File: src/rtl/clock_div_pkg.sv
// Shared types, defaults and configuration helpers for the programmable clock divider.
// Clamp helpers work on a wide fixed width so that any WIDTH up to CLAMP_W can reuse them.
package clock_div_pkg;

  localparam int CLAMP_W  = 64;
  localparam int DEF_WIDTH = 28;
  localparam int DEF_DIV   = 50000000;
  localparam int DEF_HIGH  = 25000000;

  // Per-edge action of one channel, in priority order (STOP highest).
  typedef enum logic [1:0] {
    ACT_COUNT   = 2'd0,
    ACT_WRAP    = 2'd1,
    ACT_RESTART = 2'd2,
    ACT_STOP    = 2'd3
  } chan_act_e;

  function automatic int chan_w(input int n);
    return (n < 2) ? 1 : $clog2(n);
  endfunction

  function automatic logic [CLAMP_W-1:0] clamp_div(input logic [CLAMP_W-1:0] d);
    return (d < CLAMP_W'(2)) ? CLAMP_W'(2) : d;
  endfunction

  // High time is bounded by the requested (unclamped) period.
  function automatic logic [CLAMP_W-1:0] clamp_high(input logic [CLAMP_W-1:0] d,
                                                    input logic [CLAMP_W-1:0] h);
    return (h > d) ? d : h;
  endfunction

endpackage

File: src/rtl/clock_div_chan.sv
// One divider channel: period counter, active/shadow configuration, registered clock and tick.
// Shadow configuration is copied to active only at stop, restart or period wrap.
module clock_div_chan
  import clock_div_pkg::*;
#(
  parameter int WIDTH        = DEF_WIDTH,
  parameter int DEFAULT_DIV  = DEF_DIV,
  parameter int DEFAULT_HIGH = DEF_HIGH
) (
  input  logic             clk,
  input  logic             rst_n,
  input  logic             i_enable,
  input  logic             i_sync_restart,
  input  logic             i_cfg_we,
  input  logic [WIDTH-1:0] i_cfg_div,
  input  logic [WIDTH-1:0] i_cfg_high,
  output logic             o_clock,
  output logic             o_tick,
  output logic             o_pending
);

  localparam logic [WIDTH-1:0] RST_DIV  = WIDTH'(DEFAULT_DIV);
  localparam logic [WIDTH-1:0] RST_HIGH = WIDTH'(DEFAULT_HIGH);
  localparam logic [WIDTH-1:0] ONE      = WIDTH'(1);

  logic [WIDTH-1:0] r_cnt;
  logic [WIDTH-1:0] r_div;
  logic [WIDTH-1:0] r_high;
  logic [WIDTH-1:0] r_sh_div;
  logic [WIDTH-1:0] r_sh_high;
  logic             r_pending;
  logic             r_clock;
  logic             r_tick;

  chan_act_e        w_act;
  logic             w_apply;
  logic [WIDTH-1:0] w_eff_high;
  logic [WIDTH-1:0] w_cnt_nxt;
  logic             w_clock_nxt;
  logic             w_tick_nxt;

  always_comb begin
    w_act = ACT_COUNT;
    if (!i_enable) begin
      w_act = ACT_STOP;
    end else if (i_sync_restart) begin
      w_act = ACT_RESTART;
    end else if (r_cnt >= r_div - ONE) begin
      // >= keeps an out-of-range count from running away after a shrink.
      w_act = ACT_WRAP;
    end

    w_apply    = r_pending && (w_act != ACT_COUNT);
    w_eff_high = w_apply ? r_sh_high : r_high;

    w_cnt_nxt   = '0;
    w_clock_nxt = 1'b0;
    w_tick_nxt  = 1'b0;
    case (w_act)
      ACT_STOP: begin
        w_cnt_nxt = '0;
      end
      ACT_RESTART: begin
        // Phase 0 of the configuration that governs from here on.
        w_clock_nxt = (w_eff_high != '0);
      end
      ACT_WRAP: begin
        w_clock_nxt = (r_cnt < r_high);
        w_tick_nxt  = 1'b1;
      end
      default: begin
        w_clock_nxt = (r_cnt < r_high);
        w_cnt_nxt   = r_cnt + ONE;
      end
    endcase
  end

  always_ff @(posedge clk or negedge rst_n) begin
    if (!rst_n) begin
      r_cnt     <= '0;
      r_div     <= RST_DIV;
      r_high    <= RST_HIGH;
      r_sh_div  <= RST_DIV;
      r_sh_high <= RST_HIGH;
      r_pending <= 1'b0;
      r_clock   <= 1'b0;
      r_tick    <= 1'b0;
    end else begin
      r_cnt   <= w_cnt_nxt;
      r_clock <= w_clock_nxt;
      r_tick  <= w_tick_nxt;
      if (w_apply) begin
        r_div     <= r_sh_div;
        r_high    <= r_sh_high;
        r_pending <= 1'b0;
      end else if (i_cfg_we) begin
        r_pending <= 1'b1;
      end
      if (i_cfg_we) begin
        r_sh_div  <= i_cfg_div;
        r_sh_high <= i_cfg_high;
      end
    end
  end

  assign o_clock   = r_clock;
  assign o_tick    = r_tick;
  assign o_pending = r_pending;

endmodule

File: src/rtl/clock_div_prog.sv
// Multi-channel programmable clock divider / tick generator with a valid/ready config port.
// Top level decodes the handshake, clamps the request and fans it out to the channels.
module clock_div_prog
  import clock_div_pkg::*;
#(
  parameter int WIDTH        = DEF_WIDTH,
  parameter int CHANNELS     = 2,
  parameter int DEFAULT_DIV  = DEF_DIV,
  parameter int DEFAULT_HIGH = DEF_HIGH
) (
  input  logic                          clock_in,
  input  logic                          reset_n,
  input  logic [CHANNELS-1:0]           enable,
  input  logic                          sync_restart,
  input  logic                          cfg_valid,
  output logic                          cfg_ready,
  input  logic [chan_w(CHANNELS)-1:0]   cfg_chan,
  input  logic [WIDTH-1:0]              cfg_div,
  input  logic [WIDTH-1:0]              cfg_high,
  output logic [CHANNELS-1:0]           clock_out,
  output logic [CHANNELS-1:0]           tick
);

  // Handshake: a transfer happens on a clock edge where cfg_valid && cfg_ready.
  // cfg_ready is combinational on cfg_chan: low while that channel holds an
  // unapplied config, always high for a channel index that does not exist
  // (such transfers are accepted and dropped).

  logic [31:0]         w_chan_ext;
  logic [WIDTH-1:0]    w_div_cl;
  logic [WIDTH-1:0]    w_high_cl;
  logic [CHANNELS-1:0] w_pending;
  logic [CHANNELS-1:0] w_we;
  logic                w_ready;
  logic                w_accept;

  assign w_chan_ext = 32'(cfg_chan);
  assign w_div_cl   = WIDTH'(clamp_div(CLAMP_W'(cfg_div)));
  assign w_high_cl  = WIDTH'(clamp_high(CLAMP_W'(cfg_div), CLAMP_W'(cfg_high)));

  always_comb begin
    w_ready = 1'b1;
    for (int i = 0; i < CHANNELS; i++) begin
      if (w_chan_ext == 32'(i)) begin
        w_ready = !w_pending[i];
      end
    end
  end

  assign cfg_ready = w_ready;
  assign w_accept  = cfg_valid && w_ready;

  for (genvar g = 0; g < CHANNELS; g++) begin : g_chan
    assign w_we[g] = w_accept && (w_chan_ext == 32'(g));

    clock_div_chan #(
      .WIDTH        (WIDTH),
      .DEFAULT_DIV  (DEFAULT_DIV),
      .DEFAULT_HIGH (DEFAULT_HIGH)
    ) u_chan (
      .clk            (clock_in),
      .rst_n          (reset_n),
      .i_enable       (enable[g]),
      .i_sync_restart (sync_restart),
      .i_cfg_we       (w_we[g]),
      .i_cfg_div      (w_div_cl),
      .i_cfg_high     (w_high_cl),
      .o_clock        (clock_out[g]),
      .o_tick         (tick[g]),
      .o_pending      (w_pending[g])
    );
  end

endmodule

File: config.mk
export PLATFORM = sky130hd
export DESIGN_NAME = clock_div_prog
export DESIGN_NICKNAME = d
export VERILOG_FILES = /design/src/rtl/clock_div_pkg.sv /design/src/rtl/clock_div_chan.sv /design/src/rtl/clock_div_prog.sv
export SDC_FILE = /design/constraint.sdc
export NUM_CORES = 1
export LEC_CHECK = 0
export CORE_MARGIN = 2
export CORE_UTILIZATION = 45
export CTS_CLUSTER_DIAMETER = 60
export CTS_CLUSTER_SIZE = 25
export DETAILED_ROUTE_END_ITERATION = 10
export HOLD_SLACK_MARGIN = 0.05
export SLEW_MARGIN = 15
export SYNTH_ARGS = -nofsm -noshare
export SYNTH_HDL_FRONTEND = slang
export SYNTH_SLANG_ARGS = --single-unit
File: constraint.sdc
create_clock -name clock_in -period 6.22 [get_ports clock_in]
set_clock_uncertainty 0.05 [all_clocks]
set_input_delay 1.244 -clock clock_in [delete_from_list [all_inputs] [get_ports clock_in]]
set_output_delay 1.244 -clock clock_in [all_outputs]
set_load 0.02 [all_outputs]
==> impl_metrics.json, run 1 <==
{
  "cts_buffer_depth": 3,
  "placementRows": 69,
  "syn_nets": 1829,
  "async_reset_ff_share_pct": 100,
  "outcome": "complete, no violations",
  "numCtsBuffers": 27,
  "flow.area_growth_from_synthesis_pct": 13.1,
  "fin_total_pwr_mw": 6.04,
  "hold_path_class": "register to register",
  "critical_path_class": "register to register",
  "dominant_combinational_cell_family_by_area_after_synthesis": "simple AND/OR/NAND/NOR gates",
  "final_net_count": 1875,
  "insertion_delay_ps": 570,
  "drt_iter0_drc": 898,
  "synth-edff-count": 0,
  "synthCells": 1624,
  "max_freq_ghz": 0.191,
  "synth_compound_area_share_pct": 11.3,
  "crit_path_end_kind": "register",
  "synth.yosys.warnings": 0,
  "vdd_drop_max_uv": 214,
  "r2r-end": "g_chan[1].u_chan.r_high[10]",
  "finalCritPeriodShare_pct": 84.1,
  "yosysSeqAreaShare_pct": 45.2,
  "synthSimpleGateAreaFrac_pct": 15.1,
  "timing.reg2reg.setup_slack_ps": 990,
  "cts_hold_buffers": 0,
  "synth-seq-cells": 286,
  "report.final.hold_viol_count": 0,
  "holdPathStages": 2,
  "boundaryPins": 68,
  "gr-usage-all-layers_pct": 22.8,
  "timing.rr.start": "g_chan[1].u_chan.r_div[3]",
  "timing.hold.worst.start": "g_chan[0].u_chan.r_sh_div[4]",
  "critical_path_arrival_ps": 5630,
  "avgRoutedWirePerCell_um": 19.7,
  "yosys_most_used_dff": "dfrtp_1",
  "io_buffer_count": 67,
  "post_route_cells_drive_above_1_share_pct": 17.0,
  "dieHeight_um": 193,
  "clkTransAtPathRegs_ps": 80,
  "grt_pass1_vias": 12167,
  "synth.avg_cell_area_um2": 9.92,
  "cts_setup_buffers": 0,
  "synth.distinct_cells": 55,
  "finalSetupViolations": 0,
  "rsz0062_at_grt": "no",
  "p_leak_nw": 7.83,
  "synthXorXnorAreaFrac_pct": 5.65,
  "hold-path-endpoint": "g_chan[0].u_chan.r_sh_div[4]",
  "data_required_critical_path_ps": 6620,
  "cts-root-buf": "clkbuf_16",
  "tritoncts": "done",
  "postRouteWirelength_um": 42300,
  "antenna_left": 0,
  "htreeDepth": 1,
  "wire_length_of_the_first_global_routing_pass_um": 68300,
  "synth.area.mux_share_pct": 7.89,
  "drcViolationCount": 0,
  "r2r_cells": 14,
  "max_cap_violations": 0,
  "die_area_mm2": 0.0373,
  "global_route.overflow_total": 0,
  "area_inside_the_core_boundary_mm2": 0.0354,
  "power.density_mw_per_mm2": 331,
  "tightestPinTransition_ps": 1180,
  "final_critical_path_time_including_i_o_delays_and_setup_ps": 5230,
  "slew_headroom_pct": 21.6,
  "die-width_um": 193,
  "fin_tns_setup_ps": 0,
  "vias_per_cell": 5.67,
  "synth_area_mm2": 0.0161,
  "initial_utilization_pct": 45.5,
  "detailed_place_hpwl_um": 31600,
  "vias": 12198,
  "grt_antenna_before_repair": 0,
  "launching_element_type_of_the_critical_path": "register",
  "grt_start_max_net_pins": 118,
  "path_max_fanout": 56,
  "gp_congestion": 0.891,
  "antenna-diode-count": 0,
  "synth_adder_area_share_pct": 11.0,
  "cts_sinks": 286,
  "final_max_slew_viol_count": 0,
  "postCtsResizedCells": 0,
  "drt_pass1_iterations": 5
}
through the flow:
stage	setup WS [ps]	hold WS (ps)	instances	util, %	area (um^2)
final	991	433	2151	51.5	18200
after global routing	631	453	2151	51.5	18200
after CTS	973	437	2151	51.5	18200
after detailed placement	994	421	2102	48.7	17300
after global placement	1080	411	2102	48.7	17300
after floorplan	1570	396	1624	-	16100
report_power, final:
part	internal, mW	switching (mW)	total [mW]
sequential	2.41	0.428	2.84
clock	0.927	0.838	1.77
combinational	0.672	0.760	1.43
total	4.01	2.03	6.04
layer usage:
| layer | wire length [um] | GRT usage, % | up-vias |
|---|---|---|---|
| met1 | 20400 | 33.1 | 6020 |
| met5 | 0 | 0 | - |
| met4 | 860 | 5.60 | 0 |
| li1 | - | - | 5871 |
| met3 | 2230 | 4.01 | 51 |
| met2 | 18900 | 35.5 | 256 |
synthesized netlist by cell type, types with 3 or more instances:
| library cell | count | area (um^2) |
|---|---|---|
| dfrtp_1 | 190 | 4750 |
| nor2_1 | 177 | 664 |
| ha_1 | 142 | 1780 |
| mux2_2 | 112 | 1260 |
| o21ai_0 | 111 | 556 |
| nand2_1 | 109 | 409 |
| a21oi_1 | 101 | 505 |
| inv_1 | 99 | 372 |
| dfstp_2 | 96 | 2520 |
| xnor2_1 | 73 | 639 |
| a31oi_1 | 59 | 369 |
| clkbuf_1 | 50 | 188 |
| nor4_1 | 47 | 294 |
| nand3_1 | 38 | 190 |
| nand4_1 | 32 | 200 |
| xor2_1 | 31 | 272 |
| nor3_1 | 21 | 105 |
| a21o_1 | 11 | 82.6 |
| and3_1 | 11 | 68.8 |
| and4_1 | 11 | 96.3 |
| or4_1 | 10 | 75.1 |
| a211oi_1 | 8 | 60.1 |
| nor2b_1 | 8 | 50.1 |
| nand2b_1 | 7 | 43.8 |
| or3_1 | 7 | 43.8 |
| buf_2 | 6 | 30.0 |
| a2111oi_0 | 5 | 43.8 |
| o211ai_1 | 5 | 37.5 |
| o21a_1 | 5 | 37.5 |
| buf_4 | 4 | 30.0 |
| and2_1 | 3 | 18.8 |
| buf_1 | 3 | 11.3 |
| o31ai_1 | 3 | 22.5 |
| or2_2 | 3 | 18.8 |
cell type report:
type,count,area (um^2)
Fill cell,3290,17200
Multi-Input combinational cell,1176,8260
Sequential cell,286,7280
Timing Repair Buffer,80,773
Clock buffer,31,722
Tap cell,461,577
Inverter,99,372
Clock inverter,18,243
cell families (layout without fill, tap and decap cells):
family | count (synthesis) | count (layout)
compound gates | 320 | 320
xor+xnor | 104 | 104
fa+ha+maj | 142 | 142
buf+inv | 162 | 228
flops | 286 | 286
mux | 113 | 113
simple gates | 497 | 497
worst max-delay path, stage by stage, from the launching register on:
cell and delay (ps):
dfrtp_1 450, or4_4 580, or4_1 530, or4_1 610
nor4_2 400, nand2_1 110, xor2_1 160, ha_1 310
and4_1 230, nand4_1 150, a2111oi_0 410, o31a_1 290
o31ai_4 80, buf_4 360, mux2_2 370
worst max path at each step:
stage / start / endpoint / slack (ps)
after floorplan: g_chan[1].u_chan.r_div[4] / g_chan[1].u_chan.r_cnt[19] / 1570
after global placement: g_chan[1].u_chan.r_div[3] / g_chan[1].u_chan.r_div[5] / 1080
after detailed placement: g_chan[1].u_chan.r_div[3] / g_chan[1].u_chan.r_div[0] / 990
after CTS: g_chan[1].u_chan.r_div[3] / g_chan[1].u_chan.r_div[0] / 970
after global routing: g_chan[1].u_chan.r_div[3] / g_chan[1].u_chan.r_high[1] / 630
final: g_chan[1].u_chan.r_div[3] / g_chan[1].u_chan.r_high[10] / 990
flip-flops by register name, summed over array words and instances (netlist names):
register	count
g_chan.u_chan.r_sh_high	56
g_chan.u_chan.r_cnt	56
g_chan.u_chan.o_tick	2
g_chan.u_chan.r_sh_div	56
g_chan.u_chan.o_pending	2
g_chan.u_chan.r_high	56
g_chan.u_chan.o_clock	2
g_chan.u_chan.r_div	56
layout by cell type (no fill, tap or decap), drive strengths merged, types with 4 or more instances in the layout:
| master | synthesis | final |
|---|---|---|
| ha | 142 | 142 |
| nor3 | 21 | 21 |
| dfstp | 96 | 96 |
| and2 | 4 | 4 |
| a21o | 11 | 11 |
| a21oi | 101 | 101 |
| xor2 | 31 | 31 |
| a2111oi | 5 | 5 |
| o21ai | 111 | 111 |
| a31oi | 59 | 59 |
| clkbuf | 50 | 31 |
| nand3 | 38 | 38 |
| o21a | 5 | 5 |
| dfrtp | 190 | 190 |
| mux2 | 112 | 112 |
| o211ai | 5 | 5 |
| nand2b | 7 | 7 |
| and4 | 11 | 11 |
| inv | 99 | 105 |
| nand4 | 32 | 32 |
| a211oi | 8 | 8 |
| nor2b | 8 | 8 |
| xnor2 | 73 | 73 |
| nor2 | 177 | 177 |
| or4 | 12 | 12 |
| nand2 | 109 | 109 |
| and3 | 11 | 11 |
| clkdlybuf4s50 | 0 | 66 |
| nor4 | 49 | 49 |
| clkinv | 0 | 8 |
| or3 | 8 | 8 |
| buf | 13 | 14 |
(Power assumes the default switching activity.)
==> run 2: changes to the inputs <==
==> constraint.sdc (replaced) <==
create_clock -name clock_in -period 5.3 [get_ports clock_in]
set_clock_uncertainty 0.05 [all_clocks]
set_input_delay 1.06 -clock clock_in [delete_from_list [all_inputs] [get_ports clock_in]]
set_output_delay 1.06 -clock clock_in [all_outputs]
set_load 0.02 [all_outputs]
==> run 2 against run 1 <==
  * Via count grew 1.3%
  * Sequential power grew 18%
  * Sequential cell count unchanged
  * Largest cell class unchanged
  * Largest power group unchanged
==> impl_metrics.json, run 2 (synthesized netlist as in run 1, its figures left out) <==
{
  "outcome": "complete, no violations",
  "insertion_delay_ps": 570,
  "data_required_critical_path_ps": 5700,
  "detailed_place_hpwl_um": 31400,
  "timing.reg2reg.setup_slack_ps": 280,
  "post-place-ws_ps": 233,
  "gp_congestion": 0.881,
  "design_area_mm2": 0.0183,
  "final_net_count": 1882,
  "critical_path_class": "register to register",
  "max_cap_violations": 0,
  "wire_length_of_the_first_global_routing_pass_um": 68100,
  "power.density_mw_per_mm2": 389,
  "clkTransAtPathRegs_ps": 90,
  "cts_hold_buffers": 0,
  "multi_input_comb_area_mm2": 0.00827,
  "holdPathStages": 2,
  "critical_path_arrival_ps": 5420,
  "placementRows": 69,
  "vdd_drop_max_uv": 256,
  "report.final.hold_viol_count": 0,
  "ff_latch_area_mm2": 0.00728,
  "initial_utilization_pct": 45.5,
  "cts_buffer_depth": 3,
  "p_leak_nw": 7.91,
  "die-width_um": 193,
  "numCtsBuffers": 26,
  "area_inside_the_core_boundary_mm2": 0.0354,
  "hold-worst-slack_ps": 433,
  "gr-usage-all-layers_pct": 22.7,
  "finalSetupViolations": 0,
  "global_route.overflow_total": 0,
  "antenna_left": 0,
  "htreeDepth": 1,
  "rsz0062_at_grt": "no",
  "grt_start_max_net_pins": 105,
  "finalCritPeriodShare_pct": 94.8,
  "boundaryPins": 68,
  "grt_most_used_layer": "met2",
  "die_area_mm2": 0.0373,
  "cts_setup_buffers": 0,
  "flow.area_growth_from_synthesis_pct": 13.9,
  "cts_sinks": 286,
  "antenna-diode-count": 0,
  "post-place-cells": 2110,
  "timing.rr.start": "g_chan[1].u_chan.r_div[4]",
  "r2r-end": "g_chan[1].u_chan.r_div[3]",
  "drt_pass1_iterations": 5,
  "grt.met1_usage_pct": 32.7,
  "drcViolationCount": 0,
  "drt_iter0_drc": 927,
  "grt_use_met3_pct": 3.96,
  "grt_pass1_vias": 12225,
  "most_common_cell_after_layout_fill_and_taps_aside": "dfrtp_1",
  "crit_path_end_kind": "register",
  "post_route_cells_drive_above_1_share_pct": 17.5,
  "hold_path_class": "register to register",
  "grt_antenna_before_repair": 1,
  "nFillCells": 3271,
  "path_max_fanout": 56,
  "fin_tns_setup_ps": 0,
  "finish.utilization_pct": 51.8,
  "tritoncts": "done",
  "dieHeight_um": 193,
  "postCtsResizedCells": 0,
  "vias": 12358,
  "launching_element_type_of_the_critical_path": "register",
  "vias_per_cell": 5.73,
  "fin_total_pwr_mw": 7.14,
  "slew_headroom_pct": 22.9,
  "grt.met2_usage_pct": 35.0,
  "post_dp_cell_area_mm2": 0.0174,
  "stdcell_count": 2158,
  "timing.hold.worst.start": "g_chan[0].u_chan.r_sh_div[21]",
  "io_buffer_count": 67,
  "max_freq_ghz": 0.199,
  "hold-path-endpoint": "g_chan[0].u_chan.r_sh_div[21]",
  "final_critical_path_time_including_i_o_delays_and_setup_ps": 5020,
  "tightestPinTransition_ps": 1160,
  "most-common-layout-cells": "dfrtp_1 (190), nor2_1 (177), ha_1 (142)",
  "final_max_slew_viol_count": 0,
  "r2r_cells": 14,
  "layout_setup_ws_ps": 276,
  "avgRoutedWirePerCell_um": 19.5,
  "cts-root-buf": "clkbuf_16",
  "postRouteWirelength_um": 42200
}
-- run 2: cell count changes in the layout (fill, tap and decap cells not counted), moves of 2 or more --
cell        previous run  this run
buf_4                 13        16
buf_12                 0         5
clkinv_8               7         2
inv_16                 0         4
inv_4                  0         2
clkinvlp_4             3         0
-- run 2: where the power goes --
| part | total (mW) | leakage [nW] | switching (mW) | internal [mW] |
|---|---|---|---|---|
| Combinational | 1.69 | 4.06 | 0.888 | 0.805 |
| Clock | 2.11 | 0.473 | 1.02 | 1.09 |
| Sequential | 3.34 | 3.38 | 0.510 | 2.83 |
| Total | 7.14 | 7.91 | 2.41 | 4.72 |
-- run 2: final cells by class --
cell class                      instances  area share (%)
Sequential cell                       286            39.7
Inverter                               99            2.03
Timing Repair Buffer                   88            4.88
Multi-Input combinational cell       1176            45.1
Tap cell                              461            3.14
Clock buffer                           30            3.85
Clock inverter                         18            1.38
-- run 2: worst max-delay path by stage --
| stage | endpoint | depth (start not counted) | from | slack, ps |
|---|---|---|---|---|
| after floorplan | g_chan[1].u_chan.r_cnt[19] | 15 | g_chan[1].u_chan.r_div[4] | 650 |
| after global routing | g_chan[1].u_chan.r_div[3] | 14 | g_chan[1].u_chan.r_div[4] | 9 |
| after detailed placement | g_chan[1].u_chan.r_high[7] | 14 | g_chan[1].u_chan.r_div[4] | 230 |
| after CTS | g_chan[1].u_chan.r_div[3] | 14 | g_chan[1].u_chan.r_div[4] | 210 |
| after global placement | g_chan[1].u_chan.r_div[6] | 14 | g_chan[1].u_chan.r_div[4] | 410 |
| final | g_chan[1].u_chan.r_div[3] | 14 | g_chan[1].u_chan.r_div[4] | 280 |
-- run 2: layer usage --
layer  vias to the layer above  share of wire (%)
met5                         -                  0
met4                         0                2.3
met3                        60                6.2
met2                       319                 45
met1                      6094                 47
li1                       5885                  -
-- run 2: critical path, stage by stage, from the launching register on --
cell and delay, ps:
dfrtp_1 430, or4_4 590, nor4b_4 360, or4b_4 550, or4_4 550, nor4_2 200, xnor2_1 110, ha_1 300
and4_1 240, nand4_1 160, a2111oi_1 410, o31a_1 290, o31ai_4 100, buf_12 220, mux2_2 310
==> run 3: changes to the inputs <==
--- a/config.mk
+++ b/config.mk
@@ -6,7 +6,7 @@
 export NUM_CORES = 1
 export LEC_CHECK = 0
 export CORE_MARGIN = 2
-export CORE_UTILIZATION = 45
+export CORE_UTILIZATION = 35
 export CTS_CLUSTER_DIAMETER = 60
 export CTS_CLUSTER_SIZE = 25
 export DETAILED_ROUTE_END_ITERATION = 10
==> run 3 against run 2 <==
  * Cell area is 1.2% higher
  * First-iteration DRC count is 3.7% lower
  * Clock power is 3% lower
  * Die area is 28% higher
==> impl_metrics.json, run 3 (synthesized netlist as in run 1, its figures left out) <==
{
  "insertion_delay_ps": 580,
  "max_cap_violations": 0,
  "timing.rr.start": "g_chan[1].u_chan.r_div[4]",
  "die_area_mm2": 0.0478,
  "grt_antenna_before_repair": 1,
  "grt_pass1_vias": 12647,
  "final_critical_path_time_including_i_o_delays_and_setup_ps": 5040,
  "boundaryPins": 68,
  "gp_congestion": 0.927,
  "post_dp_cell_area_mm2": 0.0176,
  "area_inside_the_core_boundary_mm2": 0.0454,
  "timing.reg2reg.setup_slack_ps": 260,
  "hold-worst-slack_ps": 431,
  "critPathMaxStageDelay_ps": 590,
  "power.density_mw_per_mm2": 383,
  "cts_sinks": 286,
  "io_buffer_count": 67,
  "cts_buffer_depth": 3,
  "critical_path_class": "register to register",
  "r2r_cells": 14,
  "global_route.overflow_total": 0,
  "max_freq_ghz": 0.198,
  "grt_start_max_net_pins": 105,
  "holdPathStages": 2,
  "post-place-cells": 2253,
  "path_max_fanout": 36,
  "wire_length_of_the_first_global_routing_pass_um": 71400,
  "launching_element_type_of_the_critical_path": "register",
  "stdcell_count": 2306,
  "outcome": "complete, no violations",
  "initial_utilization_pct": 35.5,
  "htreeDepth": 1,
  "hold_path_class": "register to register",
  "p_leak_nw": 7.92,
  "crit_path_end_kind": "register",
  "critical_path_arrival_ps": 5440,
  "detailed_place_hpwl_um": 33500,
  "drcViolationCount": 0,
  "crit_slowest_cell": "or4_4",
  "placementRows": 78,
  "tritoncts": "done",
  "route.top_layer_used": "met4",
  "vias_per_cell": 5.40,
  "slew_headroom_pct": 25.7,
  "vias": 12447,
  "gr-usage-all-layers_pct": 18.9,
  "met2RoutedLength_um": 20100,
  "postRouteWirelength_um": 44300,
  "rsz0062_at_grt": "no",
  "numCtsBuffers": 28,
  "avgRoutedWirePerCell_um": 19.2,
  "hold-path-endpoint": "g_chan[0].u_chan.r_sh_div[25]",
  "data_required_critical_path_ps": 5700,
  "met3_length_um": 2150,
  "crit_top_cell": "or4_4",
  "r2r-end": "g_chan[1].u_chan.r_high[0]",
  "fin_tns_setup_ps": 0,
  "antenna_left": 0,
  "vdd_drop_max_uv": 323,
  "timing.hold.worst.start": "g_chan[0].u_chan.r_sh_div[25]",
  "wl_met1_um": 21200,
  "cts-root-buf": "clkbuf_16",
  "cp_cell_sequence": "or4_4 > nor4b_4 > or4b_4 > or4_4 > nor4_2 > xnor2_1 > ha_1 > and4_1 > nand4_1 > a2111oi_0 > o31a_1 > o31ai_4 > buf_12 > mux2_2",
  "report.final.hold_viol_count": 0,
  "finalCritPeriodShare_pct": 95.2,
  "final_net_count": 1888,
  "cts_setup_buffers": 0,
  "design_area_mm2": 0.0186,
  "final_max_slew_viol_count": 0,
  "most-common-layout-cells": "dfrtp_1 (190), nor2_1 (177), ha_1 (142)",
  "flow.area_growth_from_synthesis_pct": 15.2,
  "dieHeight_um": 219,
  "post_route_cells_drive_above_1_share_pct": 17.8,
  "cts_hold_buffers": 0,
  "postCtsResizedCells": 0,
  "most_common_cell_after_layout_fill_and_taps_aside": "dfrtp_1",
  "drt_pass1_iterations": 5,
  "die-width_um": 219,
  "finalSetupViolations": 0,
  "clkTransAtPathRegs_ps": 80,
  "drt_iter0_drc": 893,
  "tightestPinTransition_ps": 1110
}
==> run 3: cell types whose count changed in the layout (fill, tap and decap cells not counted), sizes merged, moves of 3 or more <==
| cell | change |
|---|---|
| buf | +4 |
| clkinvlp | +3 |
| clkinv | +8 |
| inv | -7 |
==> run 3: where the power goes <==
group / leakage [nW] / switching, mW / internal, mW / total, mW
clock network: 0.460 / 0.995 / 1.06 / 2.05
logic: 4.08 / 0.898 / 0.804 / 1.70
registers: 3.38 / 0.532 / 2.83 / 3.36
==> run 3: routing by layer <==
layer	GRT usage [%]	vias up
li1	-	5900
met4	4.74	0
met2	29.9	301
met5	0	-
met3	2.21	49
met1	27.5	6197
==> run 3: critical path: cells and delay by family, from the launching register on <==
kind                       cells  cell delay [ps]
and+or+nand+nor                7             2640
xor gates and xnor gates       1              100
muxes                          1              300
DFF                            1              440
buffers and inverters          1              210
adders and majority gates      1              300
AOI/OAI and AO/OA              3              840
==> run 3: metrics by stage <==
step / setup slack (ps) / total power, mW / utilization (%)
finish: 256 / 7.12 / 40.9
global route: 22.0 / 7.56 / 40.9
CTS: 210 / 7.17 / 40.9
detailed placement: 248 / 5.10 / 38.8
global placement: 410 / 5.02 / 38.8
floorplan: 647 / 4.41 / -
==> run 3: area by class of cell <==
cell class | count | area (um^2)
Timing Repair Buffer | 92 | 938
Inverter | 99 | 372
Antenna cell | 1 | 2.50
Tap cell | 600 | 751
Multi-Input combinational cell | 1176 | 8270
Sequential cell | 286 | 7280
Clock buffer | 31 | 733
Clock inverter | 21 | 229
Fill cell | 4393 | 26800
==> run 3: worst max-delay path by stage <==
stage	from	slack (ps)	end
after detailed placement	g_chan[1].u_chan.r_div[4]	250	g_chan[1].u_chan.r_div[1]
after CTS	g_chan[1].u_chan.r_div[4]	210	g_chan[1].u_chan.r_high[0]
after global placement	g_chan[1].u_chan.r_div[4]	410	g_chan[1].u_chan.r_div[4]
after floorplan	g_chan[1].u_chan.r_div[4]	650	g_chan[1].u_chan.r_cnt[19]
after global routing	g_chan[1].u_chan.r_div[4]	20	g_chan[1].u_chan.r_div[11]
final	g_chan[1].u_chan.r_div[4]	260	g_chan[1].u_chan.r_high[0]
